==> src/rtl/bcd_update_scheduler_pkg.sv <==
// Shared definitions for the per-frame BCD update scheduler.
package bcd_update_scheduler_pkg;

  typedef enum logic [2:0] {
    ST_IDLE       = 3'd0,
    ST_CONV_PTS   = 3'd1,
    ST_CONV_LINES = 3'd2,
    ST_CONV_LVL   = 3'd3,
    ST_COMMIT     = 3'd4
  } sched_state_t;

  // Cycles from a sampled start to the done pulse of the serial converter.
  function automatic int conv_latency(input int binary_bits);
    return binary_bits + 1;
  endfunction

  // Latency with the default 26-bit converter input.
  localparam int CONV_LATENCY = 27;

  // The single level digit saturates at 9.
  localparam logic [3:0] LEVEL_SAT = 4'h9;

endpackage

==> src/rtl/bcd_update_scheduler_bin2bcd_serial.sv <==
// Serial double-dabble converter: one add-3-then-shift step per cycle.
// done pulses in the cycle after the last shift, with bcd_out valid.
module bin2bcd_serial
  import bcd_update_scheduler_pkg::*;
#(
  parameter int BINARY_BITS = 26,
  parameter int BCD_DIGITS  = 8
) (
  input  logic                    clk,
  input  logic                    rst,
  input  logic                    start,
  input  logic [BINARY_BITS-1:0]  bin_in,
  output logic                    busy,
  output logic                    done,
  output logic [4*BCD_DIGITS-1:0] bcd_out
);

  localparam int CNT_W = $clog2(BINARY_BITS + 1);
  localparam logic [CNT_W-1:0] CNT_LOAD = CNT_W'(conv_latency(BINARY_BITS) - 1);

  logic [BINARY_BITS-1:0]  bin_q;
  logic [4*BCD_DIGITS-1:0] bcd_q;
  logic [4*BCD_DIGITS-1:0] bcd_adj;
  logic [CNT_W-1:0]        cnt_q;
  logic                    busy_q;
  logic                    done_q;

  // Add 3 to every digit that is 5 or more before the shift.
  always_comb begin
    bcd_adj = bcd_q;
    for (int i = 0; i < BCD_DIGITS; i++) begin
      if (bcd_q[4*i +: 4] >= 4'd5)
        bcd_adj[4*i +: 4] = bcd_q[4*i +: 4] + 4'd3;
    end
  end

  // Shift engine with a down-counter that ends the conversion at terminal count.
  always_ff @(posedge clk) begin
    if (rst) begin
      bin_q  <= '0;
      bcd_q  <= '0;
      cnt_q  <= '0;
      busy_q <= 1'b0;
      done_q <= 1'b0;
    end else begin
      done_q <= 1'b0;
      if (!busy_q) begin
        if (start) begin
          bin_q  <= bin_in;
          bcd_q  <= '0;
          cnt_q  <= CNT_LOAD;
          busy_q <= 1'b1;
        end
      end else begin
        bcd_q <= {bcd_adj[4*BCD_DIGITS-2:0], bin_q[BINARY_BITS-1]};
        bin_q <= bin_q << 1;
        cnt_q <= cnt_q - 1'b1;
        if (cnt_q == CNT_W'(1)) begin
          busy_q <= 1'b0;
          done_q <= 1'b1;
        end
      end
    end
  end

  assign busy    = busy_q;
  assign done    = done_q;
  assign bcd_out = bcd_q;

endmodule

==> src/rtl/bcd_update_scheduler.sv <==
// Once per frame, converts points, lines and level to BCD through one shared
// serial converter and commits all three results together.
//
// state         | meaning
// ST_IDLE       | waiting for frame_start; snapshot taken on acceptance
// ST_CONV_PTS   | converting the points snapshot
// ST_CONV_LINES | converting the lines snapshot
// ST_CONV_LVL   | converting the zero-extended level snapshot
// ST_COMMIT     | copying pending results to the outputs in one cycle
module bcd_update_scheduler
  import bcd_update_scheduler_pkg::*;
#(
  parameter int BINARY_BITS = 26,
  parameter int BCD_DIGITS  = 8,
  parameter int LEVEL_BITS  = 4
) (
  input  logic                    clk,
  input  logic                    rst,
  input  logic                    frame_start,
  input  logic [BINARY_BITS-1:0]  game_points,
  input  logic [BINARY_BITS-1:0]  game_lines,
  input  logic [LEVEL_BITS-1:0]   game_level,
  output logic [4*BCD_DIGITS-1:0] points_bcd,
  output logic [4*BCD_DIGITS-1:0] lines_bcd,
  output logic [3:0]              level_bcd,
  output logic                    level_clamped,
  output logic                    bcd_update,
  output logic                    busy,
  output logic                    overrun
);

  sched_state_t state_q, state_d;

  logic                    launch_d, launch_q;
  logic                    take_snap;
  logic                    latch_pts, latch_lines, latch_lvl, do_commit;

  logic [BINARY_BITS-1:0]  pts_snap, lines_snap;
  logic [LEVEL_BITS-1:0]   lvl_snap;
  logic [4*BCD_DIGITS-1:0] pts_pend, lines_pend;
  logic [3:0]              lvl_pend;
  logic                    clamp_pend;

  logic                    conv_start, conv_busy, conv_done;
  logic [BINARY_BITS-1:0]  conv_in;
  logic [4*BCD_DIGITS-1:0] conv_bcd;
  logic                    lvl_over;

  // Next state, one-shot converter launch on each conversion-state entry.
  always_comb begin
    state_d     = state_q;
    launch_d    = 1'b0;
    take_snap   = 1'b0;
    latch_pts   = 1'b0;
    latch_lines = 1'b0;
    latch_lvl   = 1'b0;
    do_commit   = 1'b0;
    case (state_q)
      ST_IDLE: begin
        if (frame_start) begin
          take_snap = 1'b1;
          launch_d  = 1'b1;
          state_d   = ST_CONV_PTS;
        end
      end
      ST_CONV_PTS: begin
        if (conv_done) begin
          latch_pts = 1'b1;
          launch_d  = 1'b1;
          state_d   = ST_CONV_LINES;
        end
      end
      ST_CONV_LINES: begin
        if (conv_done) begin
          latch_lines = 1'b1;
          launch_d    = 1'b1;
          state_d     = ST_CONV_LVL;
        end
      end
      ST_CONV_LVL: begin
        if (conv_done) begin
          latch_lvl = 1'b1;
          state_d   = ST_COMMIT;
        end
      end
      ST_COMMIT: begin
        do_commit = 1'b1;
        state_d   = ST_IDLE;
      end
      default: state_d = ST_IDLE;
    endcase
  end

  // State register and the registered launch pulse.
  always_ff @(posedge clk) begin
    if (rst) begin
      state_q  <= ST_IDLE;
      launch_q <= 1'b0;
    end else begin
      state_q  <= state_d;
      launch_q <= launch_d;
    end
  end

  // Input snapshot, so later input changes cannot leak into this update.
  always_ff @(posedge clk) begin
    if (rst) begin
      pts_snap   <= '0;
      lines_snap <= '0;
      lvl_snap   <= '0;
    end else if (take_snap) begin
      pts_snap   <= game_points;
      lines_snap <= game_lines;
      lvl_snap   <= game_level;
    end
  end

  // Converter input follows the value currently being converted.
  always_comb begin
    conv_in = '0;
    case (state_q)
      ST_CONV_PTS:   conv_in = pts_snap;
      ST_CONV_LINES: conv_in = lines_snap;
      ST_CONV_LVL:   conv_in = BINARY_BITS'(lvl_snap);
      default:       conv_in = '0;
    endcase
  end

  assign conv_start = launch_q & ~conv_busy;
  assign lvl_over   = |conv_bcd[4*BCD_DIGITS-1:4];

  bin2bcd_serial #(
    .BINARY_BITS(BINARY_BITS),
    .BCD_DIGITS (BCD_DIGITS)
  ) u_conv (
    .clk    (clk),
    .rst    (rst),
    .start  (conv_start),
    .bin_in (conv_in),
    .busy   (conv_busy),
    .done   (conv_done),
    .bcd_out(conv_bcd)
  );

  // Pending results collect each conversion until the whole set is ready.
  always_ff @(posedge clk) begin
    if (rst) begin
      pts_pend   <= '0;
      lines_pend <= '0;
      lvl_pend   <= '0;
      clamp_pend <= 1'b0;
    end else begin
      if (latch_pts)   pts_pend   <= conv_bcd;
      if (latch_lines) lines_pend <= conv_bcd;
      if (latch_lvl) begin
        lvl_pend   <= lvl_over ? LEVEL_SAT : conv_bcd[3:0];
        clamp_pend <= lvl_over;
      end
    end
  end

  // Visible outputs change only here, all in the same cycle.
  always_ff @(posedge clk) begin
    if (rst) begin
      points_bcd    <= '0;
      lines_bcd     <= '0;
      level_bcd     <= '0;
      level_clamped <= 1'b0;
      bcd_update    <= 1'b0;
    end else begin
      bcd_update <= do_commit;
      if (do_commit) begin
        points_bcd    <= pts_pend;
        lines_bcd     <= lines_pend;
        level_bcd     <= lvl_pend;
        level_clamped <= clamp_pend;
      end
    end
  end

  assign busy    = (state_q != ST_IDLE);
  assign overrun = frame_start & busy;

endmodule

==> config.mk <==
export PLATFORM = sky130hd
export DESIGN_NAME = bcd_update_scheduler
export DESIGN_NICKNAME = d
export VERILOG_FILES = /design/src/rtl/bcd_update_scheduler_pkg.sv /design/src/rtl/bcd_update_scheduler_bin2bcd_serial.sv /design/src/rtl/bcd_update_scheduler.sv
export SDC_FILE = /design/constraint.sdc
export NUM_CORES = 1
export LEC_CHECK = 0
export BUFFER_PORTS_ARGS = -buffer_cell sky130_fd_sc_hd__buf_2
export CAP_MARGIN = 5
export CORE_MARGIN = 4
export CORE_UTILIZATION = 30
export CTS_CLUSTER_DIAMETER = 120
export CTS_CLUSTER_SIZE = 10
export DETAILED_ROUTE_END_ITERATION = 12
export SLEW_MARGIN = 0
export SYNTH_ARGS = -nofsm -noshare
export SYNTH_HDL_FRONTEND = slang
export SYNTH_HIERARCHICAL = 1
export SYNTH_SLANG_ARGS = --single-unit
==> constraint.sdc <==
create_clock -name clk -period 2.1 [get_ports clk]
set_input_delay 0.42 -clock clk [delete_from_list [all_inputs] [get_ports clk]]
set_output_delay 0.42 -clock clk [all_outputs]
set_load 0.05 [all_outputs]
==> results.txt <==
----------------------------------------------------
[Status]
  Status ... completed

[Drt]
  DRC violations left ... 0
  Vias after detailed routing ... 8791
  Number of detailed-route iterations in the first pass ... 4
  Wire per inst ... 14.46 um
  Via density per instance ... 4.804
  Post-route ant nets ... 0
  Total wire length ... 26470 um
  DRT iter0 DRCs ... 446

[Final layout]
  Fillcell total ... 3644
  Nets ... 1451
  Area Growth Syn to Fin ... 17.56%
  Final instance area ... 0.01251 mm2
  Share of the core filled with cells ... 35.94%
  Count of inserted antenna diode cells ... 0
  Fraction of layout instances using a drive strength above 1 ... 15.78%

[Die]
  Number of top-level design ports ... 131
  Row Count ... 68
  Chip Height ... 196.3 um
  Area of the die ... 0.03854 mm2
  Initial core utilization ... 30.58%
  Core area ... 0.03480 mm2
  Width of the die ... 196.3 um

[Clocking]
  Clock buffers created by TritonCTS ... 30
  CTS Root Buffer Type ... sky130_fd_sc_hd__clkbuf_16
  CTS clock-pin slew for the worst setup and hold paths ... 0.06 ns
  TritonCTS clock tree ... yes
  Htree depth ... 1
  Total of hold buffers inserted after clock tree synthesis ... 0
  CTS Sinks ... 264
  Maximum count of clock buffers along a single path ... 3
  Insertion delay of the later-clocked pin in the worst-skew pair ... 0.57 ns

[Power and ir drop]
  Fraction of power consumed by sequential logic ... 50.9%
  Part of the total power dissipated in the clock network ... 44.1%
  Switching power share of the total ... 22.86%
  Total power per unit cell area ... 806.7 mW/mm2
  Sw power ... 0.002307 W
  Static leakage power ... 4.687 nW
  Peak supply drop ... 653.0 uV
  Internal power consumption ... 0.007784 W
  Part of the power in combinational logic ... 5.0%

[Yosys]
  Number of distinct standard cells referenced by the synthesized netlist ... 50
  Gate count of the mapped netlist ... 1287
  Avg Inst Size Synth ... 8.267 um2
  Async SR Flop Fraction ... 0%
  Yosys warning count ... 6
  Post-synthesis instance area ... 0.01064 mm2
  Post-synthesis sequential area ratio ... 49.67%
  Register bit total from synthesis ... 264
  Net count after synthesis ... 1364
  Main synth FF type ... sky130_fd_sc_hd__dfxtp_1
  Number of enable-type register cells in the synthesized netlist ... 0

[Timing]
  Setup slack after layout ... 0.07687 ns
  Slew headroom ... 36.56%
  Number of failing setup endpoints in the final timing report ... 0
  Highest attainable clock frequency ... 0.4943 GHz
  Count of final hold-check violations ... 0
  Post-Route Skew ... 0.02726 ns
  Final slew viol count ... 0
  Slew at the pin closest to its max-slew limit ... 0.9485 ns
  Aggregate negative setup slack ... 0 ns
  Setup repair after global routing missed its margin ... no
  Final Critical Period ... 2.023 ns
  Share of the clock period used by the worst path ... 96.34%

[GRT]
  Wire length of the first global-routing pass ... 43600 um
  Largest net degree at the start of global routing ... 107
  Antenna violations before repair ... 0
  Vias in the first global route ... 8514
  All-Layer GR Usage ... 13.40%
  GR Overflow Total ... 0

[Place]
  Port Buffer Count ... 130
  RD Place Congestion ... 0.7860
  Post-place setup slack ... 0.3196 ns
  Cell Area, Placed ... 0.01166 mm2
  Estimated wirelength of the detail-placed design ... 17180 um

[Worst setup path]
  Critical path's largest stage delay ... 0.39 ns
  Type of destination of the critical path ... primary output
  Count of buffering cells on the critical path with inverters included ... 1
  Family with the most delay on the worst path ... simple AND/OR/NAND/NOR gates
  Cells traversed along the worst timing path ... or3_4 -> and2_1 -> buf_6
  CP max FO ... 2
  Crit Path Category ... reg2out
  Kind of launch point of the worst setup path ... flop
  Critical path required time ... 1.68 ns
  Crit path DAT ... 1.60 ns
  Cell with the biggest individual delay on the critical path ... sky130_fd_sc_hd__or3_4

[Min path]
  Hold crit path type ... in2reg

[Run]
  Number of maximum-capacitance violations ... 0

----------------------------------------------------
[cell type report]
class | count | area, um2 | share of cell area [%]
clock buffers | 30 | 750.7 | 6.002
clock inverters | 3 | 40.04 | 0.3201
inverters | 18 | 67.56 | 0.5402
multi-input cells | 905 | 4832 | 38.63
flip-flops and latches | 264 | 5298 | 42.35
well taps | 455 | 569.3 | 4.551
repair buffers | 155 | 950.9 | 7.602
[final timing paths]
path | start | cells after the start | slack (ns) | end
min | game_lines[9] | 3 | 0.1 | lines_snap[9]
max reg2reg | state_q[2] | 4 | 0.33 | lines_snap[15]
min reg2reg | lines_bcd[31] | 2 | 0.45 | lines_bcd[31]
max | state_q[2] | 3 | 0.08 | overrun
[cell families (layout without fill, tap and decap cells)]
group / after synthesis / in the layout / share of synthesized area (%)
flops: 264 / 264 / 49.67
simple gates: 518 / 518 / 20.45
mux: 41 / 41 / 3.928
buf+inv: 118 / 206 / 5.550
compound gates: 312 / 312 / 16.97
fa+ha+maj: 18 / 18 / 2.117
xor+xnor: 16 / 16 / 1.317
[metal layers]
metal  vias up  GRT usage (%)  part of all wire, %
met5         -              0                    0
met2       187          22.15                   46
met3        30          2.731                  5.2
li1       4464              -                    -
met4         0          3.284                  1.9
met1      4110          18.03                   47
[synthesized netlist by cell type, types with 9 or more instances]
cell type	n	area share, %
sky130_fd_sc_hd__nor3b_1	10	0.71
sky130_fd_sc_hd__nor2_1	71	2.5
sky130_fd_sc_hd__mux2i_1	35	3.3
sky130_fd_sc_hd__clkbuf_1	42	1.5
sky130_fd_sc_hd__a21oi_1	226	11
sky130_fd_sc_hd__ha_1	18	2.1
sky130_fd_sc_hd__nand3_1	9	0.42
sky130_fd_sc_hd__buf_2	44	2.1
sky130_fd_sc_hd__a22o_1	45	3.7
sky130_fd_sc_hd__inv_1	18	0.63
sky130_fd_sc_hd__dfxtp_1	264	50
sky130_fd_sc_hd__nand2_1	380	13
sky130_fd_sc_hd__o21ai_0	17	0.80
[registers in the layout (all words and copies together), names as in the netlist]
signal,count
points_bcd,32
lines_bcd,32
u_conv/busy,1
u_conv/bin_q,26
pts_snap,26
lvl_snap,4
clamp_pend,1
u_conv/bcd_out,32
u_conv/cnt_q,5
lvl_pend,4
bcd_update,1
level_clamped,1
state_q,3
pts_pend,32
u_conv/done,1
lines_snap,26
launch_q,1
lines_pend,32
level_bcd,4
[worst register-to-register path: stages, from the launching register on]
cell,delay [ns]
sky130_fd_sc_hd__dfxtp_4,0.34
sky130_fd_sc_hd__buf_4,0.18
sky130_fd_sc_hd__or4b_4,0.85
sky130_fd_sc_hd__nand2_1,0.19
sky130_fd_sc_hd__a21oi_1,0.07
[power groups by stage]
stage | logic (W) | clock network [W] | registers (W)
2_1_floorplan | 0.000376 | 0 | 0.00523
3_3_place_gp | 0.000484 | 0 | 0.00525
3_5_place_dp | 0.000495 | 0 | 0.00526
4_1_cts | 0.000505 | 0.00461 | 0.00514
5_1_grt | 0.000561 | 0.00481 | 0.00515
6_report | 0.000500 | 0.00445 | 0.00514
[cells in the final DEF (no fill, tap or decap), types with 17 or more instances in the layout]
cell type	n
sky130_fd_sc_hd__nand2_1	380
sky130_fd_sc_hd__dfxtp_1	260
sky130_fd_sc_hd__a21oi_1	226
sky130_fd_sc_hd__buf_2	128
sky130_fd_sc_hd__nor2_1	71
sky130_fd_sc_hd__a22o_1	45
sky130_fd_sc_hd__mux2i_1	35
sky130_fd_sc_hd__clkbuf_16	30
sky130_fd_sc_hd__inv_1	18
sky130_fd_sc_hd__ha_1	18
sky130_fd_sc_hd__o21ai_0	17
sky130_fd_sc_hd__buf_4	17
[through the flow]
stage	hold slack, ns	std cells	power, W
CTS	0.07579	1827	0.01025
finish	0.09920	1830	0.01009
detailed placement	0.4437	1792	0.005750
global placement	0.4407	1792	0.005735
floorplan	0.4319	1287	0.005607
global route	0.07747	1830	0.01052
[timing repair]
item / in CTS / in global routing
resized for setup: 7 / 2
setup endpoints to repair: 2 / 1
pin swaps: 0 / 0
cloned: 0 / 0
buffers inserted: 2 / 3
Power figures use the tool's default switching activity.
